[src/rtl/alu_share_arbiter_if.sv]
// alu_share_arbiter_if
//   Bundles the two requester ports, the two response ports and the ALU
//   drive/return signals of alu_share_arbiter.
//   slave  : the arbiter side (consumes requests, produces responses and ALU drive).
//   master : the environment side (requesters, response consumers, the ALU).
//   Parameters: DATA_W operand/result width, OP_W ALU control width.
interface alu_share_arbiter_if #(
  parameter int DATA_W = 32,
  parameter int OP_W   = 4
);
  logic              req0_valid;
  logic              req0_ready;
  logic [DATA_W-1:0] req0_a;
  logic [DATA_W-1:0] req0_b;
  logic [OP_W-1:0]   req0_op;
  logic              req1_valid;
  logic              req1_ready;
  logic [DATA_W-1:0] req1_a;
  logic [DATA_W-1:0] req1_b;
  logic [OP_W-1:0]   req1_op;
  logic              rsp0_valid;
  logic              rsp0_ready;
  logic [DATA_W-1:0] rsp0_result;
  logic              rsp0_zero;
  logic              rsp1_valid;
  logic              rsp1_ready;
  logic [DATA_W-1:0] rsp1_result;
  logic              rsp1_zero;
  logic [DATA_W-1:0] alu_a;
  logic [DATA_W-1:0] alu_b;
  logic [OP_W-1:0]   alu_ctrl;
  logic [DATA_W-1:0] alu_result;
  logic              alu_zero;

  modport slave (
    input  req0_valid, req0_a, req0_b, req0_op,
    input  req1_valid, req1_a, req1_b, req1_op,
    output req0_ready, req1_ready,
    output rsp0_valid, rsp0_result, rsp0_zero,
    output rsp1_valid, rsp1_result, rsp1_zero,
    input  rsp0_ready, rsp1_ready,
    output alu_a, alu_b, alu_ctrl,
    input  alu_result, alu_zero
  );

  modport master (
    output req0_valid, req0_a, req0_b, req0_op,
    output req1_valid, req1_a, req1_b, req1_op,
    input  req0_ready, req1_ready,
    input  rsp0_valid, rsp0_result, rsp0_zero,
    input  rsp1_valid, rsp1_result, rsp1_zero,
    output rsp0_ready, rsp1_ready,
    input  alu_a, alu_b, alu_ctrl,
    output alu_result, alu_zero
  );
endinterface

[src/rtl/alu_share_arbiter.sv]
// alu_share_arbiter
//   Shares one combinational ALU between two requesters (port 0: EX pipe,
//   port 1: auxiliary unit). The winner's operands drive the ALU, the ALU
//   result is captured the same cycle into that port's one-entry response
//   register, so responses appear exactly one cycle after acceptance.
//   Arbitration: round-robin (FIXED_PRIO=0) or port 0 priority with a
//   starvation override for port 1 after STARVE_LIMIT lost arbitrations.
// Ports:
//   clk, rst_n    : clock, synchronous active-low reset
//   bus (slave)   : request, response and ALU signals (alu_share_arbiter_if)
//   stat_*        : 16-bit wrapping grant/conflict counters, present only
//                   when the macro ALU_ARB_STATS_EN is defined
module alu_share_arbiter #(
  parameter int DATA_W       = 32,
  parameter int OP_W         = 4,
  parameter int FIXED_PRIO   = 0,
  parameter int STARVE_LIMIT = 4
) (
  input  logic clk,
  input  logic rst_n,
  alu_share_arbiter_if.slave bus
`ifdef ALU_ARB_STATS_EN
  ,
  output logic [15:0] stat_grant0,
  output logic [15:0] stat_grant1,
  output logic [15:0] stat_conflict
`endif
);

  localparam logic [3:0] LIMIT = 4'(STARVE_LIMIT);

  logic              rsp0_valid_q;
  logic [DATA_W-1:0] rsp0_result_q;
  logic              rsp0_zero_q;
  logic              rsp1_valid_q;
  logic [DATA_W-1:0] rsp1_result_q;
  logic              rsp1_zero_q;
  logic              last_grant;
  logic [3:0]        starve_cnt;

  logic elig0;
  logic elig1;
  logic prefer1;
  logic grant0;
  logic grant1;

  // A slot is free when empty or being drained this very cycle; ready is
  // forced low while reset is asserted.
  assign elig0 = rst_n & bus.req0_valid & (~rsp0_valid_q | bus.rsp0_ready);
  assign elig1 = rst_n & bus.req1_valid & (~rsp1_valid_q | bus.rsp1_ready);

  always_comb begin
    prefer1 = 1'b0;
    if (FIXED_PRIO != 0) begin
      prefer1 = (starve_cnt == LIMIT);
    end else begin
      prefer1 = ~last_grant;
    end
    grant1 = elig1 & (~elig0 | prefer1);
    grant0 = elig0 & ~grant1;
  end

  assign bus.req0_ready = grant0;
  assign bus.req1_ready = grant1;

  // Idle cycles keep the port-0 operands on the ALU to avoid needless toggling.
  assign bus.alu_a    = grant1 ? bus.req1_a  : bus.req0_a;
  assign bus.alu_b    = grant1 ? bus.req1_b  : bus.req0_b;
  assign bus.alu_ctrl = grant1 ? bus.req1_op : bus.req0_op;

  assign bus.rsp0_valid  = rsp0_valid_q;
  assign bus.rsp0_result = rsp0_result_q;
  assign bus.rsp0_zero   = rsp0_zero_q;
  assign bus.rsp1_valid  = rsp1_valid_q;
  assign bus.rsp1_result = rsp1_result_q;
  assign bus.rsp1_zero   = rsp1_zero_q;

  always_ff @(posedge clk) begin
    if (!rst_n) begin
      rsp0_valid_q  <= 1'b0;
      rsp0_result_q <= '0;
      rsp0_zero_q   <= 1'b0;
      rsp1_valid_q  <= 1'b0;
      rsp1_result_q <= '0;
      rsp1_zero_q   <= 1'b0;
      last_grant    <= 1'b1;
      starve_cnt    <= 4'd0;
    end else begin
      if (grant0) begin
        rsp0_valid_q  <= 1'b1;
        rsp0_result_q <= bus.alu_result;
        rsp0_zero_q   <= bus.alu_zero;
      end else if (bus.rsp0_ready) begin
        rsp0_valid_q  <= 1'b0;
      end

      if (grant1) begin
        rsp1_valid_q  <= 1'b1;
        rsp1_result_q <= bus.alu_result;
        rsp1_zero_q   <= bus.alu_zero;
      end else if (bus.rsp1_ready) begin
        rsp1_valid_q  <= 1'b0;
      end

      if (grant0 | grant1) begin
        last_grant <= grant1;
      end

      // Only an eligible-but-losing port 1 counts as starved; a blocked
      // slot does not.
      if (FIXED_PRIO != 0) begin
        if (grant1) begin
          starve_cnt <= 4'd0;
        end else if (elig1 && starve_cnt != LIMIT) begin
          starve_cnt <= starve_cnt + 4'd1;
        end
      end
    end
  end

`ifdef ALU_ARB_STATS_EN
  always_ff @(posedge clk) begin
    if (!rst_n) begin
      stat_grant0   <= 16'd0;
      stat_grant1   <= 16'd0;
      stat_conflict <= 16'd0;
    end else begin
      if (grant0) begin
        stat_grant0 <= stat_grant0 + 16'd1;
      end
      if (grant1) begin
        stat_grant1 <= stat_grant1 + 16'd1;
      end
      if (elig0 & elig1) begin
        stat_conflict <= stat_conflict + 16'd1;
      end
    end
  end
`endif

endmodule

[src/flat_wrapper.sv]
// flat-port wrapper written by rule: the top's interface ports become plain ports
module alu_share_arbiter_flat 
#(
  parameter int DATA_W       = 32,
  parameter int OP_W         = 4,
  parameter int FIXED_PRIO   = 0,
  parameter int STARVE_LIMIT = 4
)
  (clk, rst_n, bus_req0_valid, bus_req0_a, bus_req0_b, bus_req0_op, bus_req1_valid, bus_req1_a, bus_req1_b, bus_req1_op, bus_req0_ready, bus_req1_ready, bus_rsp0_valid, bus_rsp0_result, bus_rsp0_zero, bus_rsp1_valid, bus_rsp1_result, bus_rsp1_zero, bus_rsp0_ready, bus_rsp1_ready, bus_alu_a, bus_alu_b, bus_alu_ctrl, bus_alu_result, bus_alu_zero);
  alu_share_arbiter_if #(.DATA_W(DATA_W), .OP_W(OP_W)) bus_i ();
  input  logic clk;
  input  logic rst_n;
  input wire logic [$bits(bus_i.req0_valid)-1:0] bus_req0_valid;
  input wire logic [$bits(bus_i.req0_a)-1:0] bus_req0_a;
  input wire logic [$bits(bus_i.req0_b)-1:0] bus_req0_b;
  input wire logic [$bits(bus_i.req0_op)-1:0] bus_req0_op;
  input wire logic [$bits(bus_i.req1_valid)-1:0] bus_req1_valid;
  input wire logic [$bits(bus_i.req1_a)-1:0] bus_req1_a;
  input wire logic [$bits(bus_i.req1_b)-1:0] bus_req1_b;
  input wire logic [$bits(bus_i.req1_op)-1:0] bus_req1_op;
  output wire logic [$bits(bus_i.req0_ready)-1:0] bus_req0_ready;
  output wire logic [$bits(bus_i.req1_ready)-1:0] bus_req1_ready;
  output wire logic [$bits(bus_i.rsp0_valid)-1:0] bus_rsp0_valid;
  output wire logic [$bits(bus_i.rsp0_result)-1:0] bus_rsp0_result;
  output wire logic [$bits(bus_i.rsp0_zero)-1:0] bus_rsp0_zero;
  output wire logic [$bits(bus_i.rsp1_valid)-1:0] bus_rsp1_valid;
  output wire logic [$bits(bus_i.rsp1_result)-1:0] bus_rsp1_result;
  output wire logic [$bits(bus_i.rsp1_zero)-1:0] bus_rsp1_zero;
  input wire logic [$bits(bus_i.rsp0_ready)-1:0] bus_rsp0_ready;
  input wire logic [$bits(bus_i.rsp1_ready)-1:0] bus_rsp1_ready;
  output wire logic [$bits(bus_i.alu_a)-1:0] bus_alu_a;
  output wire logic [$bits(bus_i.alu_b)-1:0] bus_alu_b;
  output wire logic [$bits(bus_i.alu_ctrl)-1:0] bus_alu_ctrl;
  input wire logic [$bits(bus_i.alu_result)-1:0] bus_alu_result;
  input wire logic [$bits(bus_i.alu_zero)-1:0] bus_alu_zero;
  assign bus_i.req0_valid = bus_req0_valid;
  assign bus_i.req0_a = bus_req0_a;
  assign bus_i.req0_b = bus_req0_b;
  assign bus_i.req0_op = bus_req0_op;
  assign bus_i.req1_valid = bus_req1_valid;
  assign bus_i.req1_a = bus_req1_a;
  assign bus_i.req1_b = bus_req1_b;
  assign bus_i.req1_op = bus_req1_op;
  assign bus_req0_ready = bus_i.req0_ready;
  assign bus_req1_ready = bus_i.req1_ready;
  assign bus_rsp0_valid = bus_i.rsp0_valid;
  assign bus_rsp0_result = bus_i.rsp0_result;
  assign bus_rsp0_zero = bus_i.rsp0_zero;
  assign bus_rsp1_valid = bus_i.rsp1_valid;
  assign bus_rsp1_result = bus_i.rsp1_result;
  assign bus_rsp1_zero = bus_i.rsp1_zero;
  assign bus_i.rsp0_ready = bus_rsp0_ready;
  assign bus_i.rsp1_ready = bus_rsp1_ready;
  assign bus_alu_a = bus_i.alu_a;
  assign bus_alu_b = bus_i.alu_b;
  assign bus_alu_ctrl = bus_i.alu_ctrl;
  assign bus_i.alu_result = bus_alu_result;
  assign bus_i.alu_zero = bus_alu_zero;
  alu_share_arbiter #(.DATA_W(DATA_W), .OP_W(OP_W), .FIXED_PRIO(FIXED_PRIO), .STARVE_LIMIT(STARVE_LIMIT)) u_core (.clk(clk), .rst_n(rst_n), .bus(bus_i));
endmodule
[config.mk]
export PLATFORM = sky130hd
export DESIGN_NAME = alu_share_arbiter_flat
export DESIGN_NICKNAME = d
export VERILOG_FILES = /design/src/rtl/alu_share_arbiter_if.sv /design/src/rtl/alu_share_arbiter.sv /design/src/flat_wrapper.sv
export SDC_FILE = /design/constraint.sdc
export NUM_CORES = 1
export LEC_CHECK = 0
export ABC_AREA = 1
export CAP_MARGIN = 25
export CORE_AREA = 2 2 121 123
export DETAILED_ROUTE_END_ITERATION = 6
export DIE_AREA = 0 0 123 125
export DONT_BUFFER_PORTS = 1
export GPL_TIMING_DRIVEN = 0
export PLACE_DENSITY_LB_ADDON = 0.25
export SKIP_LAST_GASP = 1
export SLEW_MARGIN = 20
export SYNTH_ARGS = -nofsm -noshare
export SYNTH_HDL_FRONTEND = slang
export SYNTH_SLANG_ARGS = --single-unit
[constraint.sdc]
create_clock -name clk -period 1.9 [get_ports clk]
set_clock_uncertainty 0.2 [all_clocks]
set_input_delay 0.095 -clock clk [delete_from_list [all_inputs] [get_ports clk]]
set_output_delay 0.095 -clock clk [all_outputs]
set_load 0.1 [all_outputs]
[After elaboration in Yosys (flattened, before gate mapping)]
Cells that the tools add are included.
W data, S select, Z words.
Cells by class
  bitwise logic cells: 15
  reductions and logical operators: 2
  muxes and demuxes: 7
Operators with widths (count)
  $mux W32: 2
  $and A1 B1 Y1: 6
  $not A1 Y1: 5
  $mux W1: 4
  $mux W4: 1
  $or A1 B1 Y1: 4
  $reduce_bool A2 Y1: 2
Storage, ports and cells
  register bits after elaboration: 69
  word-level logic and storage cells: 31

[Depth between registers and ports, before layout]
  depth in word-level cells: 9
  gate-level depth with buffers: 11
  mapped depth without buffers: 8

[Worst setup path after synthesis]
Ideal clock, no wire load.
  kind: register -> output
  start: register u_core.rsp0_valid_q, in the netlist u_core.bus.rsp0_valid
  end: output port bus_alu_a[22]
  arrival time: 2673 ps
  slack: -1068 ps
  data required time: 1605 ps
  cell stages (with the launch flop): 8
  cell sequence: dfxtp_1 -> a21oi_2 -> nand2_2 -> nand2_2 -> inv_2 -> buf_2 -> nand2_1 -> nand2_1
Between the ends
  word-level cells in the longest chain between the ends: 7
RTL lines
  start, declared: line alu_share_arbiter.sv:32  | logic rsp0_valid_q;
  start signal, assigned: line alu_share_arbiter.sv:80  | rsp0_valid_q <= 1'b0;
  start signal, assigned: line alu_share_arbiter.sv:90  | rsp0_valid_q <= 1'b1;
  start signal, assigned: line alu_share_arbiter.sv:94  | rsp0_valid_q <= 1'b0;
  $not A1 Y1: line alu_share_arbiter.sv:49  | assign elig0 = rst_n & bus.req0_valid & (~rsp0_valid_q | bus.rsp0_ready);
  $or A1 B1 Y1: line alu_share_arbiter.sv:49
  $and A1 B1 Y1: line alu_share_arbiter.sv:49
  $not A1 Y1: line alu_share_arbiter.sv:59  | grant1 = elig1 & (~elig0 | prefer1);
  $or A1 B1 Y1: line alu_share_arbiter.sv:59
  $and A1 B1 Y1: line alu_share_arbiter.sv:59
  via bus_req1_ready: line flat_wrapper.sv:22  | output wire logic [$bits(bus_i.req1_ready)-1:0] bus_req1_ready;
  $mux W32: line alu_share_arbiter.sv:67  | assign bus.alu_a = grant1 ? bus.req1_a : bus.req0_a;
  end, declared: line flat_wrapper.sv:31  | output wire logic [$bits(bus_i.alu_a)-1:0] bus_alu_a;
The timed path passes the listed nets, and every way through them passes these cells.

[Worst setup path after layout]
  start: register u_core.rsp0_valid_q, in the netlist u_core.bus.rsp0_valid
  end: output port bus_alu_a[27]
Same word-level chain as after synthesis.

==> results.toml <==
[synthesis]
synth-main-ff-cell = "dfxtp_1"
yosysSeqAreaShare = 0.368
synth_edf_count = 0
synth_cell_types = 16
synthCells = 633
synth_warnings = 0
synth_most_common_cell = "nand2_1"
synth.avg_cell_area_um2 = 5.93
synth_nets = 808
synth_top_cells_by_area = "dfxtp_1 37%, nand2_1 31%, nor2_1 10%"
netlist_area_um2 = 3750
synthArstFlopShare = 0
synth_largest_area_cell = "dfxtp_1"
synth_seq_cells = 69
netlist_top_cells_count = "308 x nand2_1, 100 x nor2_1, 69 x dfxtp_1"
yosysTopAreaCellShare = 0.368

[power]
power.total_mw = 6.34
pwr_density_cell_nw_per_um2 = 943
total_leakage_power_nw = 2.93
ir_worst_vdd_v = 0.000501

[global_route]
grt_pass1_wl_mm = 24.6
grt_overflow_total = 0
grt_max_degree = 13
antenna_found_initial = 1
grt_pass1_vias = 4159
track_usage = 0.216

[worst_setup_path]
cp.depth = 8
worst-setup-path-type = "reg2out"
critPathMostFrequentCell = "nand2_8"
ff2ff_path_depth = 7
path_cells = "a21oi_4 > nand2_4 > nand2_8 > clkinv_8 > buf_6 > buf_12 > nand2_8 > nand2_8"
required_ns = 1.60
r2r-start = "u_core.bus.rsp0_valid"
r2r-end = "u_core.last_grant"
endpoint = "bus_alu_a[27]"
crit_family = "simple AND/OR/NAND/NOR gates"
crit_path_end_kind = "output port"
worst_path_max_delay_cell = "dfxtp_4"
start_kind = "register"
crit_path_max_incr_delay_ns = 0.46
cp-startpoint = "u_core.bus.rsp0_valid"
arrival_ns = 1.90
crit_fanout = 7
cp_num_buf_inv = 3
rrSetupSlack_ns = -0.14

[layout]
fillCellCount = 1348
drive_gt1_frac = 0.358
stdcell_area_um2 = 6720
regArea_um2 = 1390
fin_util = 0.473
syn2layout_area_growth_pct = 79.1
nNetsFinal = 872
multi_input_area_um2 = 3700
instances_no_fill = 887

[sta]
setup_violations = 71
grt_setup_unrepaired = "yes"
tightestPinTransition_ns = 1.02
fin_crit_ns = 2.19
worst_slack_ns = -0.295
timing.hold.ws_ns = 0.106
fmax_mhz = 456
slew_headroom = 0.318
period_share = 1.16
finalHoldViolCount = 0
tns_ns = -16.57
slew_viol_final = 0

[floorplanning]
die_h_um = 125
die_x_um = 123
die_area_um2 = 15400
core-area_um2 = 14200
start_util = 0.264
num_rows = 44
num_io_pins = 313

[drt]
drt-initial-drc-count = 121
via_count = 4229
drt_drc_violations_left = 0
vias_per_cell = 4.77
drt-total-wl_mm = 17.9
drt_pass1_iterations = 4
wl_per_cell_um = 20.2
postRouteAntennaNets = 0

[clock_tree]
cts_root_buf = "clkbuf_16"
cts_max_level = 3
numCtsBuffers = 9
cts.sinks = 69
clockBufferDepth = 2
clock_latency_ns = 0.33
clk_pin_slew_worst_paths_ns = 0.05
cts_tree = "yes"

[flow_run]
cap_violations = 0

[placement]
pre_cts_ws_ns = -0.430
dp_hpwl_mm = 13.3
portBuffers = 0
dp.cells = 817
gp_congestion = 0.846
dpl-instance-area_um2 = 4270

[worst_hold_path]
hp-class = "in2reg"

[status]
outcome = "finished with violations"
violations = "negative setup slack"
## placed cells by master (no fill, tap or decap)
master,instances
a21oi_1,35
a21oi_4,1
buf_12,4
buf_16,1
buf_2,3
buf_4,24
buf_6,9
buf_8,7
bufinv_16,1
clkbuf_1,9
clkbuf_16,10
clkbuf_2,4
clkinv_1,1
clkinv_2,2
clkinv_4,1
clkinv_8,1
clkinvlp_4,3
dfxtp_1,67
dfxtp_4,2
diode_2,1
dlygate4sd3_1,35
inv_1,36
inv_4,1
nand2_1,137
nand2_2,64
nand2_4,27
nand2_8,82
nand3b_1,33
nor2_1,97
nor2_2,3
nor3_1,1
o21ai_4,1
## cell type report
class,instances,share of cell area
multi-input combinational,481,0.551
tap,184,0.0343
clock buffer,10,0.0341
antenna,1,0.000372
inverter,40,0.0251
timing repair buffer,56,0.0901
sequential,69,0.207
buffer,40,0.0490
clock inverter,6,0.00949
## metal layers
metal  wire length, um  track usage  vias to the layer above
li1                  -            -                     2037
met1              6290        0.225                     1946
met2              9280        0.383                      212
met3              1770       0.0871                       34
met4               573       0.0882                        0
met5                 0            0                        -
## logic make-up (layout without fill, tap and decap cells)
kind of cell	count (synthesis)	count (layout)	synth area share
AO/OA/AOI/OAI	37	37	0.0514
buffers and inverters	83	152	0.102
other	0	1	0
flip-flops	69	69	0.368
AND/OR/NAND/NOR	444	444	0.479
## power by group
group / switching [mW] / leakage, nW / internal, mW
clock network: 0.643 / 0.138 / 1.01
logic: 1.72 / 2.22 / 0.570
registers: 0.840 / 0.570 / 1.55
total: 3.20 / 2.93 / 3.14
## repair_timing
item / in CTS / in global routing
gates resized for setup: 249 / 107
pin swaps: 63 / 62
setup buffers: 15 / 4
endpoints found under the setup margin: 71 / 114
endpoints found under the hold margin: 68 / 0
hold buffers: 35 / 0
cloned: 2 / 1
## flip-flops by register name, summed over array words and instances (netlist names)
signal and flops:
u_core.last_grant 1, u_core.bus.rsp0_result 32, u_core.bus.rsp0_zero 1, u_core.bus.rsp0_valid 1
u_core.bus.rsp1_result 32, u_core.bus.rsp1_valid 1, u_core.bus.rsp1_zero 1
## how the worst min path moves through the flow
stage,startpoint,endpoint,slack [ns],cells past startpoint
2_1_floorplan,bus_alu_result[10],u_core.bus.rsp0_result[10],0.03,2
3_3_place_gp,bus_alu_result[9],u_core.bus.rsp0_result[9],0.03,2
3_5_place_dp,bus_alu_result[6],u_core.bus.rsp0_result[6],0.04,2
4_1_cts,rst_n,u_core.bus.rsp1_result[21],0.10,4
5_1_grt,rst_n,u_core.bus.rsp1_result[26],0.15,4
6_report,rst_n,u_core.bus.rsp1_result[21],0.11,4
## worst reg2reg max path, stage by stage (launching register included)
cell        delay (ns)
dfxtp_4           0.56
a21oi_4           0.12
buf_4             0.14
buf_4             0.13
o21ai_4           0.06
buf_6             0.13
clkinvlp_4        0.42
nor2_1            0.21
(Power assumes the default switching activity.)
